`config.mk`:
```
export PLATFORM = sky130hd
export DESIGN_NAME = swap_restore_seq
export DESIGN_NICKNAME = d
export VERILOG_FILES = /design/src/rtl/swap_restore_seq_pkg.sv /design/src/rtl/swap_restore_seq_find.sv /design/src/rtl/swap_restore_seq.sv
export SDC_FILE = /design/constraint.sdc
export NUM_CORES = 1
export LEC_CHECK = 0
export BUFFER_PORTS_ARGS = -buffer_cell sky130_fd_sc_hd__buf_2
export CORE_UTILIZATION = 45
export DETAILED_ROUTE_END_ITERATION = 16
export GPL_ROUTABILITY_DRIVEN = 1
export PLACE_DENSITY = 0.66
export SYNTH_ARGS = -nofsm -noshare
export SYNTH_HDL_FRONTEND = slang
export SYNTH_HIERARCHICAL = 1
export SYNTH_SLANG_ARGS = --single-unit
```
`constraint.sdc`:
```
create_clock -name clk -period 2.25 [get_ports clk]
set_input_delay 0.45 -clock clk [delete_from_list [all_inputs] [get_ports clk]]
set_output_delay 0.45 -clock clk [all_outputs]
set_load 0.05 [all_outputs]
```
`src/rtl/swap_restore_seq_pkg.sv`:
```
`default_nettype none
// ============================================================================
// Module      : swap_pkg
// Description : Shared types and helpers for the SWAP restore sequencer:
//               register index / mapping-table types, FSM state encoding,
//               the swap update rule and an identity test.
// Revision    : 1.0 - initial release
// ============================================================================
package swap_pkg;

  localparam int NREG  = 4;
  localparam int IDX_W = $clog2(NREG);

  typedef logic [IDX_W-1:0] idx_t;

  // map[i] = physical register currently holding logical register i
  typedef idx_t [NREG-1:0] map_t;

  typedef enum logic [1:0] {
    IDLE = 2'd0,
    SCAN = 2'd1,
    EMIT = 2'd2,
    DONE = 2'd3
  } state_t;

  // Same exchange the mapper performs; a == b leaves the table unchanged.
  function automatic map_t apply_swap(input map_t m, input idx_t a, input idx_t b);
    map_t r;
    r    = m;
    r[a] = m[b];
    r[b] = m[a];
    return r;
  endfunction

  function automatic logic map_is_identity(input map_t m);
    logic ok;
    ok = 1'b1;
    for (int i = 0; i < NREG; i++) begin
      if (m[i] != idx_t'(i)) ok = 1'b0;
    end
    return ok;
  endfunction

endpackage
`default_nettype wire

```
`src/rtl/swap_restore_seq_find.sv`:
```
`default_nettype none
// ============================================================================
// Module      : map_inverse_find
// Description : Combinational inverse lookup: returns the position j whose
//               table entry equals target. The table is a permutation, so
//               exactly one position matches.
// Ports       : map    - shadow mapping table
//               target - value to locate
//               pos    - index j with map[j] == target
// Revision    : 1.0 - initial release
// ============================================================================
module map_inverse_find
  import swap_pkg::*;
(
  input  map_t map,
  input  idx_t target,
  output idx_t pos
);

  always_comb begin
    pos = '0;
    for (int i = 0; i < NREG; i++) begin
      if (map[i] == target) pos = idx_t'(i);
    end
  end

endmodule
`default_nettype wire

```
`src/rtl/swap_restore_seq.sv`:
```
`default_nettype none
// ============================================================================
// Module      : swap_restore_seq
// Description : Snoops core SWAPs into a shadow mapping table and, on
//               request, issues the minimal SWAP sequence that returns the
//               register mapper to identity.
// Ports       : clk, reset (sync, active-low)
//               snoop_swap/snoop_reg1/snoop_reg2 - SWAP executed by the core
//               restore_req                      - start restore (IDLE only)
//               swp_valid/swp_reg1/swp_reg2      - SWAP command to mapper mux
//               swp_ready                        - mapper accepted command
//               busy        - restore in progress (SCAN or EMIT)
//               done        - one-cycle pulse when identity is reached
//               is_identity - shadow table is identity (registered)
//               proto_err   - sticky: snoop seen while busy
// Revision    : 1.0 - initial release
// ============================================================================
module swap_restore_seq
  import swap_pkg::*;
(
  input  logic             clk,
  input  logic             reset,
  input  logic             snoop_swap,
  input  logic [IDX_W-1:0] snoop_reg1,
  input  logic [IDX_W-1:0] snoop_reg2,
  input  logic             restore_req,
  output logic             swp_valid,
  output logic [IDX_W-1:0] swp_reg1,
  output logic [IDX_W-1:0] swp_reg2,
  input  logic             swp_ready,
  output logic             busy,
  output logic             done,
  output logic             is_identity,
  output logic             proto_err
);

  localparam idx_t LAST_IDX = idx_t'(NREG - 2);

  state_t state, state_nx;
  idx_t   idx, idx_nx;
  map_t   map, map_nx;
  logic   swp_valid_nx;
  idx_t   swp_reg1_nx, swp_reg2_nx;
  logic   proto_err_nx;
  idx_t   find_pos;

  map_inverse_find u_find (
    .map    (map),
    .target (idx),
    .pos    (find_pos)
  );

  always_ff @(posedge clk) begin
    if (!reset) begin
      state       <= IDLE;
      idx         <= '0;
      for (int i = 0; i < NREG; i++) map[i] <= idx_t'(i);
      swp_valid   <= 1'b0;
      swp_reg1    <= '0;
      swp_reg2    <= '0;
      proto_err   <= 1'b0;
      is_identity <= 1'b1;
    end else begin
      state       <= state_nx;
      idx         <= idx_nx;
      map         <= map_nx;
      swp_valid   <= swp_valid_nx;
      swp_reg1    <= swp_reg1_nx;
      swp_reg2    <= swp_reg2_nx;
      proto_err   <= proto_err_nx;
      // Computed from the table being loaded, so it tracks the update edge.
      is_identity <= map_is_identity(map_nx);
    end
  end

  always_comb begin
    state_nx     = state;
    idx_nx       = idx;
    map_nx       = map;
    swp_valid_nx = swp_valid;
    swp_reg1_nx  = swp_reg1;
    swp_reg2_nx  = swp_reg2;
    proto_err_nx = proto_err;

    case (state)
      IDLE: begin
        // Snoop is applied in the same cycle as a restore request, so the
        // first SCAN already sees the updated table.
        if (snoop_swap) map_nx = apply_swap(map, snoop_reg1, snoop_reg2);
        if (restore_req) begin
          state_nx = SCAN;
          idx_nx   = '0;
        end
      end

      SCAN: begin
        if (snoop_swap) proto_err_nx = 1'b1;
        if (map[idx] == idx) begin
          // The last entry is forced correct once all lower ones are.
          if (idx == LAST_IDX) state_nx = DONE;
          else                 idx_nx   = idx + idx_t'(1);
        end else begin
          swp_valid_nx = 1'b1;
          swp_reg1_nx  = idx;
          swp_reg2_nx  = find_pos;
          state_nx     = EMIT;
        end
      end

      EMIT: begin
        if (snoop_swap) proto_err_nx = 1'b1;
        if (swp_ready) begin
          map_nx       = apply_swap(map, swp_reg1, swp_reg2);
          swp_valid_nx = 1'b0;
          if (idx == LAST_IDX) begin
            state_nx = DONE;
          end else begin
            idx_nx   = idx + idx_t'(1);
            state_nx = SCAN;
          end
        end
      end

      DONE: begin
        if (snoop_swap) map_nx = apply_swap(map, snoop_reg1, snoop_reg2);
        state_nx = IDLE;
      end

      default: begin
        state_nx = IDLE;
      end
    endcase
  end

  assign busy = (state == SCAN) || (state == EMIT);
  assign done = (state == DONE);

endmodule
`default_nettype wire

```
# [After elaboration in Yosys (flattened, before gate mapping)]
# Cells that the tools add are included.
[word_totals] reg_bits=19 input_bits=9 output_inout_bits=9 wordCells=100
[op_classes] n_addsub=1 n_lt_le_gt_ge=9 eq_ne=16 muxes=46 bitwise=1 reduce_logical=16
[op_table] op="2-to-1 mux 2 bit" n=20
[op_table] op="bitwise mux 8 bit" n=4
[op_table] op="binary-select mux 2 bit (select 2 bit)" n=5
[op_table] op="demux 2 bit (select 2 bit)" n=4
[op_table] op="2-to-1 mux 8 bit" n=2
[op_table] op="case mux 8 bit (2 select lines)" n=1
[op_table] op="less-than comparator 2 x 3 -> 1 bit (second input constant)" n=5
[op_table] op="inequality test 2 bit (second input constant)" n=6
[op_table] op="equality test 2 bit" n=4
[op_table] op=">= comparator 2 x 1 -> 1 bit (second input constant)" n=4
[op_table] op="case mux 2 bit (4 select lines)" n=1
[op_table] op="2-to-1 mux 1 bit" n=7
[op_table] op="equality test 2 bit (second input constant)" n=3
[op_table] op="case mux 2 bit (3 select lines)" n=1
[op_table] op="AND reduction 3 bit" n=2
[op_table] op="logical AND 1 bit" n=4
[op_table] op="AND reduction 2 bit" n=2
[op_table] op="AND reduction 4 bit" n=1
[op_table] op="nonzero test 2 bit" n=2
[op_table] op="OR reduction 2 bit" n=2
[op_table] op="inequality test 3 bit (second input constant)" n=1
[op_table] op="nonzero test 3 bit" n=1
[op_table] op="adder 2 x 1 -> 2 bit (second input constant)" n=1
[op_table] op="equality test 2 x 1 -> 1 bit (second input constant)" n=1
[op_table] op="5 further kinds" n=5

# [Logic depth before layout (Yosys ltp)]
# Gate-level depths: netlist (run 1).
[logic_depth] ltp_word=13 depth_mapped=10 mapped_depth_nobuf=8

# [Hierarchy]
# Netlist (run 1), hierarchy kept.
[modules_own_cells] mod="swap_restore_seq" instances=1 cells_per_inst=267 area_per_inst_um2=2114.5 seq_area_each_um2=380.4
[modules_own_cells] mod="map_inverse_find" instances=1 cells_per_inst=11 area_per_inst_um2=81.3 seq_area_each_um2=0.0

# [Worst setup path before layout (run 1)]
# No wires, ideal clock.
[synth_path] path_type="register to register" from="register state[0]" to="register is_identity" setup_time_ns=0.084 arrival_time_ns=2.561 t_required_ns=2.166 setup_slack_ns=-0.396 stages_incl_launch_ff=10 n_path_buf=1 synth_period_minus_slack_ns=2.646 path_cell_list="dfxtp_1 -> inv_1 -> ha_1 -> buf_2 -> nor3b_1 -> and4_1 -> a32oi_1 -> and4_1 -> or3_1 -> o31ai_2"
[synth_between] elab_chain_cells=8 word_cells_on_any_way=13 classes_between="eq/ne (5); mux (5); reduce/logical (3)"
[synth_lines] item="start, declared" line="swap_restore_seq.sv:39" text="state_t state, state_nx;"
[synth_lines] item="start signal, assigned" line="swap_restore_seq.sv:64" text="state <= state_nx;"
[synth_lines] item="equality test 2 bit or zero test 2 bit (tied branches)" line="swap_restore_seq.sv:85" text="case (state)"
[synth_lines] item="OR reduction 2 bit (no source line)"
[synth_lines] item="case mux 8 bit (2 select lines) *" line="swap_restore_seq.sv:85"
[synth_lines] item="nonzero test 2 bit" line="swap_restore_seq_pkg.sv:39" text="if (m[i] != idx_t'(i)) ok = 1'b0;"
[synth_lines] item="2-to-1 mux 1 bit (3 in a row)" line="swap_restore_seq_pkg.sv:39"
[synth_lines] item="2-to-1 mux 1 bit *" line="swap_restore_seq_pkg.sv:39"
[synth_lines] item="end signal, assigned" line="swap_restore_seq.sv:72" text="is_identity <= map_is_identity(map_nx);"
[synth_lines] item="end, declared" line="swap_restore_seq.sv:33" text="output logic is_identity,"
# Every way passes the cells marked *; elsewhere a longest branch is shown, timed or not.
# A chain may end at the register's enable or synchronous reset.

# [Worst setup path after layout (run 1)]
[layout_path] from="register state[1]" to="register is_identity"
# The elaborated chain is that of the path after synthesis.

==> impl_metrics.toml, run 1 <==
[outcome]
status = "finished, final reports clean"

[setup_path]
worst-path-buf-inv = 1
arrival_ns = 2.36
end_kind = "flip-flop"
setup.worst_path.start = "state[1]$_SDFFE_PN0P_"
max_stage_delay_ns = 0.48
startpoint_type = "flip-flop"
r2r-start = "state[1]$_SDFFE_PN0P_"
slowest_stage = "or3b_1"
critical_path.cell_chain = "inv_2, ha_4, or3b_1, a2111oi_0, a221o_1, nand4bb_1, o31ai_2"
path_max_fanout = 6
worst_ep_required_time_ns = 2.39
path_class = "reg -> reg"
cpLargestDelayFamily = "compound AO/OA/AOI/OAI gates"

[synth]
seq_area_frac_synth = 0.173
yosys.area_share.simple = 0.270
synth-async-reset-ratio = 0
synth_mux_area_frac = 0.109
synth.yosys.warnings = 6
syn_inst = 278
synth_edf_count = 0
synthAdderAreaFrac = 0.0342
yosysUniqueCellTypes = 66
ys_ff_latch = 19
syn-num-nets = 293
yosysTopAreaCell = "dfxtp_1"
synthTopCellsByArea = "dfxtp_1 (17%), mux2i_1 (4.1%), mux4_2 (4.1%)"
yosys_most_used_dff = "dfxtp_1"
avgSynthCellArea_um2 = 7.90
synth_compound_gate_area_share = 0.291
synthesis.area_mm2 = 0.00220
synth_xor_area_frac = 0.0279
synth_top_area_frac = 0.173
synth_top_family_by_area = "compound AO/OA/AOI/OAI gates"

[finish]
fillerInstances = 462
seq_area_um2 = 384
stdcell_area_mm2 = 0.00254
final_cell_mix = "buf_4 (36), nand2_1 (23), buf_2 (17), dfxtp_1 (16), a21oi_1 (15)"
syn_to_final_growth_pct = 15.8
antenna_cells = 0
layout-drive-gt1-share = 0.266
final_common_cell = "buf_4"
fin_nets = 321
multi_input_area_mm2 = 0.00163

[placement]
post-dp-hpwl_um = 4520
port_buffers = 17
routabilityCongestion = 0.916
place_area_mm2 = 0.00249
pre_cts_ws_ns = 0.00929

[detailed_routing]
dr.pass1.iters = 4
dr_total_vias = 2211
drt_iter0_markers = 98
remaining_drc_errors = 0
routed_wl_um = 5990
via_per_inst = 5.94
ant_nets = 0
wl_per_cell_um = 16.1

[sta]
slew_headroom = 0.638
period_needed_ns = 2.22
rsz0062_at_grt = "false"
maxSlewViolCount = 0
worst_slew_pin_slew_ns = 0.530
skew_ns = 0.00199
tns_ns = 0
setup_ws_ns = 0.0251
finalCritPeriodShare = 0.989
fmax_mhz = 449
final-setup-viol-count = 0
final_hold_viol_count = 0

[grt]
first_global_vias = 2160
grt_first_pass_wirelength_um = 10100
grt_max_degree = 22
grt_antenna_before_repair = 0
track_usage = 0.244
grt_overflow = 0

[floorplanning]
io-pin-count = 18
start_util = 0.465
coreArea_mm2 = 0.00472
row_count = 25
die_w_um = 71.9
die_h_um = 71.9
die-area_mm2 = 0.00516

[worst_hold_path]
min_from = "proto_err$_SDFFE_PN0P_"
min_path_type = "reg -> reg"

[pwr]
ir_worst_vdd_v = 0.000706
powerDensity_mw_per_mm2 = 963
p_leak_nw = 1.02
total_power_mw = 2.45

[cts]
cts_root_buf = "clkbuf_8"
cts_tree = "done"
clock_sinks = 19
clk_path_buf_depth = 2
cts_buffers = 3
htree_levels = 1
ctsHoldBuffers = 0
path_clk_slew_ns = 0.08
insertion_delay_ns = 0.26

[flow_run]
cap_violations = 0
[timing repair]
action,in CTS,in global routing
setup buffers,0,0
resized for setup,0,1
setup endpoints to repair,0,1
[layout make-up]
class                           instances  area share
Clock buffer                            3      0.0162
Inverter                               12      0.0177
Tap cell                               67      0.0330
Sequential cell                        19       0.151
Multi-Input combinational cell        217       0.640
Timing Repair Buffer                   53       0.140
Clock inverter                          1     0.00197
[final timing paths]
| path | to | cells after the start | slack, ns |
|---|---|---|---|
| min | proto_err$_SDFFE_PN0P_ | 2 | 0.50 |
| max reg2reg | is_identity$_SDFF_PN1_ | 7 | 0.03 |
| min reg2reg | proto_err$_SDFFE_PN0P_ | 2 | 0.50 |
| max | is_identity$_SDFF_PN1_ | 7 | 0.03 |
[power by group]
| part | switching (mW) | total, mW | internal, mW |
|---|---|---|---|
| registers | 0.175 | 0.607 | 0.432 |
| clock network | 0.122 | 0.246 | 0.123 |
| logic | 0.857 | 1.59 | 0.737 |
[synth_stat cells (all sizes together) (3+ instances only)]
cell type / n
a32oi: 3
nor3: 4
ha: 6
xor2: 3
mux2i: 9
nor3b: 4
a211oi: 3
buf: 22
and3b: 6
o21ai: 14
nor2b: 13
and2: 6
a2111oi: 3
or3: 5
o21a: 4
inv: 12
or3b: 4
a2bb2oi: 3
mux2: 5
nor2: 11
dfxtp: 19
a31oi: 6
xnor2: 4
nand2: 23
o2111ai: 3
nand3: 4
clkbuf: 8
o211ai: 3
a21oi: 15
mux4: 4
nand2b: 9
[flip-flops by register name, summed over array words and instances (netlist names)]
| name | flops |
|---|---|
| state | 2 |
| idx | 2 |
| proto_err | 1 |
| swp_reg1 | 2 |
| swp_reg2 | 2 |
| swp_valid | 1 |
| map | 8 |
| is_identity | 1 |
[layer usage]
layer / track usage / up-vias / wire length [um]
met5: 0 / - / 0
met4: 0.0893 / 0 / 46
met3: 0.0295 / 4 / 287
met2: 0.410 / 67 / 2900
met1: 0.322 / 1049 / 2760
li1: - / 1091 / -
[metrics by stage]
| step | util | hold slack, ns | instances |
|---|---|---|---|
| floorplan | - | 0.543 | 278 |
| global placement | 0.528 | 0.477 | 368 |
| detailed placement | 0.528 | 0.482 | 368 |
| CTS | 0.538 | 0.503 | 372 |
| global route | 0.538 | 0.534 | 372 |
| finish | 0.538 | 0.499 | 372 |
[kinds of logic after synthesis]
group / Yosys count
flops: 19
fa+ha+maj: 6
compound gates: 84
buf+inv: 42
xor+xnor: 7
simple gates: 102
mux: 18
[worst min-delay path: cells and delay by family, from the launching register on]
family | cells | cell delay [ns]
flip-flops | 1 | 0.33
AND/OR/NAND/NOR | 1 | 0.09
AO/OA/AOI/OAI | 1 | 0.04
Power figures use the tool's default switching activity.
==> run 2, diff against run 1 <==
Settings changed: CORE_UTILIZATION 45 to 55, PLACE_DENSITY 0.66 to 0.78.
==> run 2 against run 1 <==
Via count increased by 2.0%. Register-to-register slack improved by 0.04 ns. Clock power grew 7%. Count of clock-buffer cells in the layout did not move. Fmax grew 1.9%. Wire length down 2.5%. Utilization is 13 points higher. Sequential cell count unchanged. Global-route usage grew 4.7 points. Total power grew 0.34%. Hold slack got worse by 0.0038 ns. Largest power group unchanged. Worst setup slack improved by 0.042 ns.
==> impl_metrics.toml, run 2 (synthesis gave the netlist of run 1 again) <==
[outcome]
status = "finished, final reports clean"

[cts]
clk_path_buf_depth = 2
cts_root_buf = "clkbuf_8"
clock_sinks = 19
cts_tree = "done"
insertion_delay_ns = 0.27
htree_levels = 1
post_cts_buffers = 0
cts_buffers = 3
path_clk_slew_ns = 0.08

[grt]
grt_overflow = 0
grt_first_pass_wirelength_um = 9740
grt_max_degree = 20
track_usage = 0.291
grt_antenna_before_repair = 0
first_global_vias = 2138

[sta]
period_needed_ns = 2.18
worst_slew_pin_slew_ns = 0.435
final_hold_viol_count = 0
final-setup-viol-count = 0
finalCritPeriodShare = 0.970
slew_headroom = 0.702
setup_ws_ns = 0.0671
skew_ns = 0.00407
fmax_mhz = 458
maxSlewViolCount = 0
rsz0062_at_grt = "false"

[worst_hold_path]
min_from = "snoop_swap"
min_path_type = "in -> reg"

[detailed_routing]
wl_per_cell_um = 16.7
drt_iter0_markers = 126
ant_nets = 0
remaining_drc_errors = 0
routed_wl_um = 5840
dr.pass1.iters = 4
dr_total_vias = 2256
via_per_inst = 6.45

[floorplanning]
coreArea_mm2 = 0.00374
die_h_um = 65.2
die-area_mm2 = 0.00425
row_count = 22
die_w_um = 65.2
io-pin-count = 18
start_util = 0.587

[finish]
syn_to_final_growth_pct = 14.0
regMostFlops = "map"
fin_nets = 318
final_util = 0.668
stdcell_area_mm2 = 0.00250
layout-drive-gt1-share = 0.265
antenna_cells = 0
layoutNonFillerInstCount = 350
fillerInstances = 330
final_cell_mix = "buf_4 (33), nand2_1 (23), buf_2 (17), a21oi_1 (15), dfxtp_1 (15)"
largest_reg_flops = 8
final_common_cell = "buf_4"

[setup_path]
crit_path_end = "is_identity$_SDFF_PN1_"
ff2ff_path_depth = 7
rrSetupSlack_ns = 0.07
max_stage_delay_ns = 0.47
r2r-start = "state[0]$_SDFFE_PN0P_"
arrival_ns = 2.37
slowest_stage = "or3_1"
setup.worst_path.start = "state[0]$_SDFFE_PN0P_"
startpoint_type = "flip-flop"
worst_ep_required_time_ns = 2.44
reg2reg_to = "is_identity$_SDFF_PN1_"
critical_path.cell_chain = "inv_2, ha_1, nor2b_1, or3_1, a221o_1, nand4bb_1, o31ai_2"
end_kind = "flip-flop"
path_class = "reg -> reg"
path_max_fanout = 7

[placement]
post-dp-hpwl_um = 4250
port_buffers = 17
place_area_mm2 = 0.00245
routabilityCongestion = 0.913
place_inst = 346
pre_cts_ws_ns = -0.00760

[pwr]
p_sw_frac = 0.477
clkPwrFrac = 0.107
ir_worst_vdd_v = 0.000792
power.internal_mw = 1.28
pwr-share-comb = 0.643
p_switching_mw = 1.17
p_leak_nw = 1.00
seqPwrFrac = 0.250
powerDensity_mw_per_mm2 = 981

[flow_run]
cap_violations = 0
run 2: cell types whose count changed in the layout (fill, tap and decap cells not counted), sizes merged:
cell,before,now
clkinv,1,0
buf,53,50
clkinvlp,0,1
run 2: layer usage:
metal	part of all wire	GRT usage	vias up
met2	0.48	0.501	78
met1	0.46	0.376	1078
met4	0.017	0.0924	0
met5	0	0	-
li1	-	-	1088
met3	0.050	0.0313	12
run 2: worst max-delay path, delay by kind of cell, from the launching register on:
kind / cells / cell delay [ns]
simple gates: 3 / 0.85
buf+inv: 1 / 0.06
compound gates: 2 / 0.63
flops: 1 / 0.36
fa+ha+maj: 1 / 0.20
run 2: how the worst min path moves through the flow:
stage,end,cells past startpoint
6_report,proto_err$_SDFFE_PN0P_,3
5_1_grt,proto_err$_SDFFE_PN0P_,3
4_1_cts,proto_err$_SDFFE_PN0P_,3
3_5_place_dp,proto_err$_SDFFE_PN0P_,2
3_3_place_gp,proto_err$_SDFFE_PN0P_,2
2_1_floorplan,idx[1]$_SDFFE_PN0P_,2
run 2: area by class of cell:
cell class,instances,area [um^2],area share
inverters,12,45.0,0.0180
flip-flops and latches,19,385,0.154
well taps,48,60.1,0.0240
clock buffers,3,41.3,0.0165
clock inverters,1,7.51,0.00300
repair buffers,50,333,0.133
multi-input cells,217,1630,0.651
run 2: what timing repair did:
item | CTS | global route
hold buffers | 0 | 0
resized for setup | 0 | 3
setup endpoints to repair | 0 | 1
run 2: through the flow:
step           hold WS [ns]  total power, mW  setup TNS (ns)
3_3_place_gp          0.472             2.12               0
2_1_floorplan         0.543             1.78               0
6_report              0.496             2.46               0
4_1_cts               0.497             2.43               0
5_1_grt               0.515             2.64               0
3_5_place_dp          0.487             2.16        -0.00760
run 2: power groups by stage:
| stage | Combinational (mW) | Clock (mW) | Sequential, mW |
|---|---|---|---|
| 2_1_floorplan | 1.19 | 0 | 0.591 |
| 3_3_place_gp | 1.51 | 0 | 0.613 |
| 3_5_place_dp | 1.55 | 0 | 0.615 |
| 4_1_cts | 1.56 | 0.265 | 0.608 |
| 5_1_grt | 1.72 | 0.285 | 0.630 |
| 6_report | 1.58 | 0.264 | 0.614 |
==> run 3, diff against run 2 <==
Settings changed: CELL_PAD_IN_SITES_DETAIL_PLACEMENT from default to 0, CELL_PAD_IN_SITES_GLOBAL_PLACEMENT from default to 1, CORE_UTILIZATION 55 to 42, CTS_BUF_LIST from default to sky130_fd_sc_hd__clkbuf_8, PLACE_DENSITY 0.78 to 0.8.
==> run 3 against run 2 <==
Global-route usage down 5.5 points. Die area grew 30%. Largest cell class unchanged. Register-to-register slack better by 0.07 ns. Combinational power about the same. Sequential share of layout area is 0.40 points lower.
==> impl_metrics.toml, run 3 (synthesis gave the netlist of run 1 again) <==
[finish]
regMostFlops = "map"
antenna_cells = 0
fillerInstances = 497
final_util = 0.525
stdcell_area_mm2 = 0.00256
final_common_cell = "buf_4"
largest_reg_flops = 8
fin_nets = 321
final_cell_mix = "buf_4 (35), nand2_1 (23), buf_2 (17), dfxtp_1 (16), a21oi_1 (15)"
syn_to_final_growth_pct = 16.6
layout-drive-gt1-share = 0.269

[setup_path]
path_max_fanout = 6
max_stage_delay_ns = 0.37
worst-path-buf-inv = 1
end_kind = "flip-flop"
startpoint_type = "flip-flop"
worst_ep_required_time_ns = 2.44
path_class = "reg -> reg"
arrival_ns = 2.30
critical_path.cell_chain = "inv_2, ha_1, nor3b_2, and4_1, a32oi_1, and4_1, or3_1, o31ai_2"
cpMostUsedCell = "and4_1"
cpLargestDelayFamily = "simple AND/OR/NAND/NOR gates"
slowest_stage = "dfxtp_2"

[cts]
htree_levels = 1
cts_tree = "done"
cts_root_buf = "clkbuf_8"
insertion_delay_ns = 0.26
cts_buffers = 3
clk_path_buf_depth = 2
path_clk_slew_ns = 0.08
clock_sinks = 19

[placement]
post-dp-hpwl_um = 4660
routabilityCongestion = 0.917
port_buffers = 17
place_area_mm2 = 0.00250

[detailed_routing]
drt_iter0_markers = 135
wl_per_cell_um = 16.3
via_per_inst = 6.06
routed_wl_um = 6050
dr.pass1.iters = 5
remaining_drc_errors = 0
dr_total_vias = 2253
ant_nets = 0

[sta]
slew_headroom = 0.695
tns_ns = 0
rsz0062_at_grt = "false"
maxSlewViolCount = 0
whs_ns = 0.500
final-setup-viol-count = 0
skew_ns = 0.00211
period_needed_ns = 2.11
fmax_mhz = 473
finalCritPeriodShare = 0.940
worst_slew_pin_slew_ns = 0.445
final_hold_viol_count = 0

[grt]
grt.met1_usage = 0.320
grt_overflow = 0
grtUsageMet3 = 0.0271
met2_usage = 0.389
grt_first_pass_wirelength_um = 10000
busiest_layer = "met2"
first_global_vias = 2104
grt_antenna_before_repair = 0
track_usage = 0.236
grt_max_degree = 22

[floorplanning]
start_util = 0.450
die-area_mm2 = 0.00552
die_w_um = 74.3
coreArea_mm2 = 0.00488
row_count = 25
die_h_um = 74.3
io-pin-count = 18

[flow_run]
cap_violations = 0

[outcome]
status = "finished, final reports clean"

[worst_hold_path]
min_path_type = "reg -> reg"

[pwr]
ir_worst_vdd_v = 0.000660
powerDensity_mw_per_mm2 = 963
p_leak_nw = 1.02
run 3: cell types whose count changed in the layout (fill, tap and decap cells not counted):
cell,delta
clkinvlp_4,-1
or3b_4,+1
or3b_1,-1
dfxtp_1,+1
or3_1,-1
ha_1,+1
ha_2,-1
inv_1,+1
or3_4,+1
buf_4,+2
buf_12,+1
dfxtp_2,-1
run 3: layer usage:
layer,up-vias,share of wire
met5,-,0
met4,0,0.019
met3,18,0.050
met2,80,0.46
met1,1062,0.47
li1,1093,-
run 3: through the flow:
step,std cells,power (mW),setup WS (ns)
2_1_floorplan,278,1.78,0.0103
3_3_place_gp,367,2.18,0.0489
3_5_place_dp,367,2.18,0.0327
4_1_cts,371,2.44,0.0734
5_1_grt,372,2.65,0.000602
6_report,372,2.47,0.135
run 3: what timing repair did:
item,CTS,global route
hold buffers,0,0
gates resized for setup,0,3
setup buffers,0,1
setup endpoints to repair,0,1
endpoints found under the hold margin,0,0
run 3: worst paths after layout:
path	from	endpoint	slack, ns	cells after the start
max reg2reg	state[1]$_SDFFE_PN0P_	is_identity$_SDFF_PN1_	0.14	8
max	state[1]$_SDFFE_PN0P_	is_identity$_SDFF_PN1_	0.14	8
min	proto_err$_SDFFE_PN0P_	proto_err$_SDFFE_PN0P_	0.50	2
min reg2reg	proto_err$_SDFFE_PN0P_	proto_err$_SDFFE_PN0P_	0.50	2
run 3: area by class of cell:
cell class / count / area, um^2 / area share
Multi-Input combinational cell: 217 / 1640 / 0.638
Inverter: 12 / 45.0 / 0.0176
Timing Repair Buffer: 53 / 368 / 0.144
Tap cell: 67 / 83.8 / 0.0327
Clock buffer: 3 / 41.3 / 0.0161
Sequential cell: 19 / 384 / 0.150
Clock inverter: 1 / 3.75 / 0.00147
run 3: report_power, final:
group          switching (mW)  internal [mW]
clock network           0.127          0.122
logic                   0.843          0.761
registers               0.180          0.433
run 3: tightest hold or removal path, delay by kind of cell, from the launching register on:
kind / cells / cell delay (ns)
flip-flops: 1 / 0.33
AND/OR/NAND/NOR: 1 / 0.09
AO/OA/AOI/OAI: 1 / 0.04
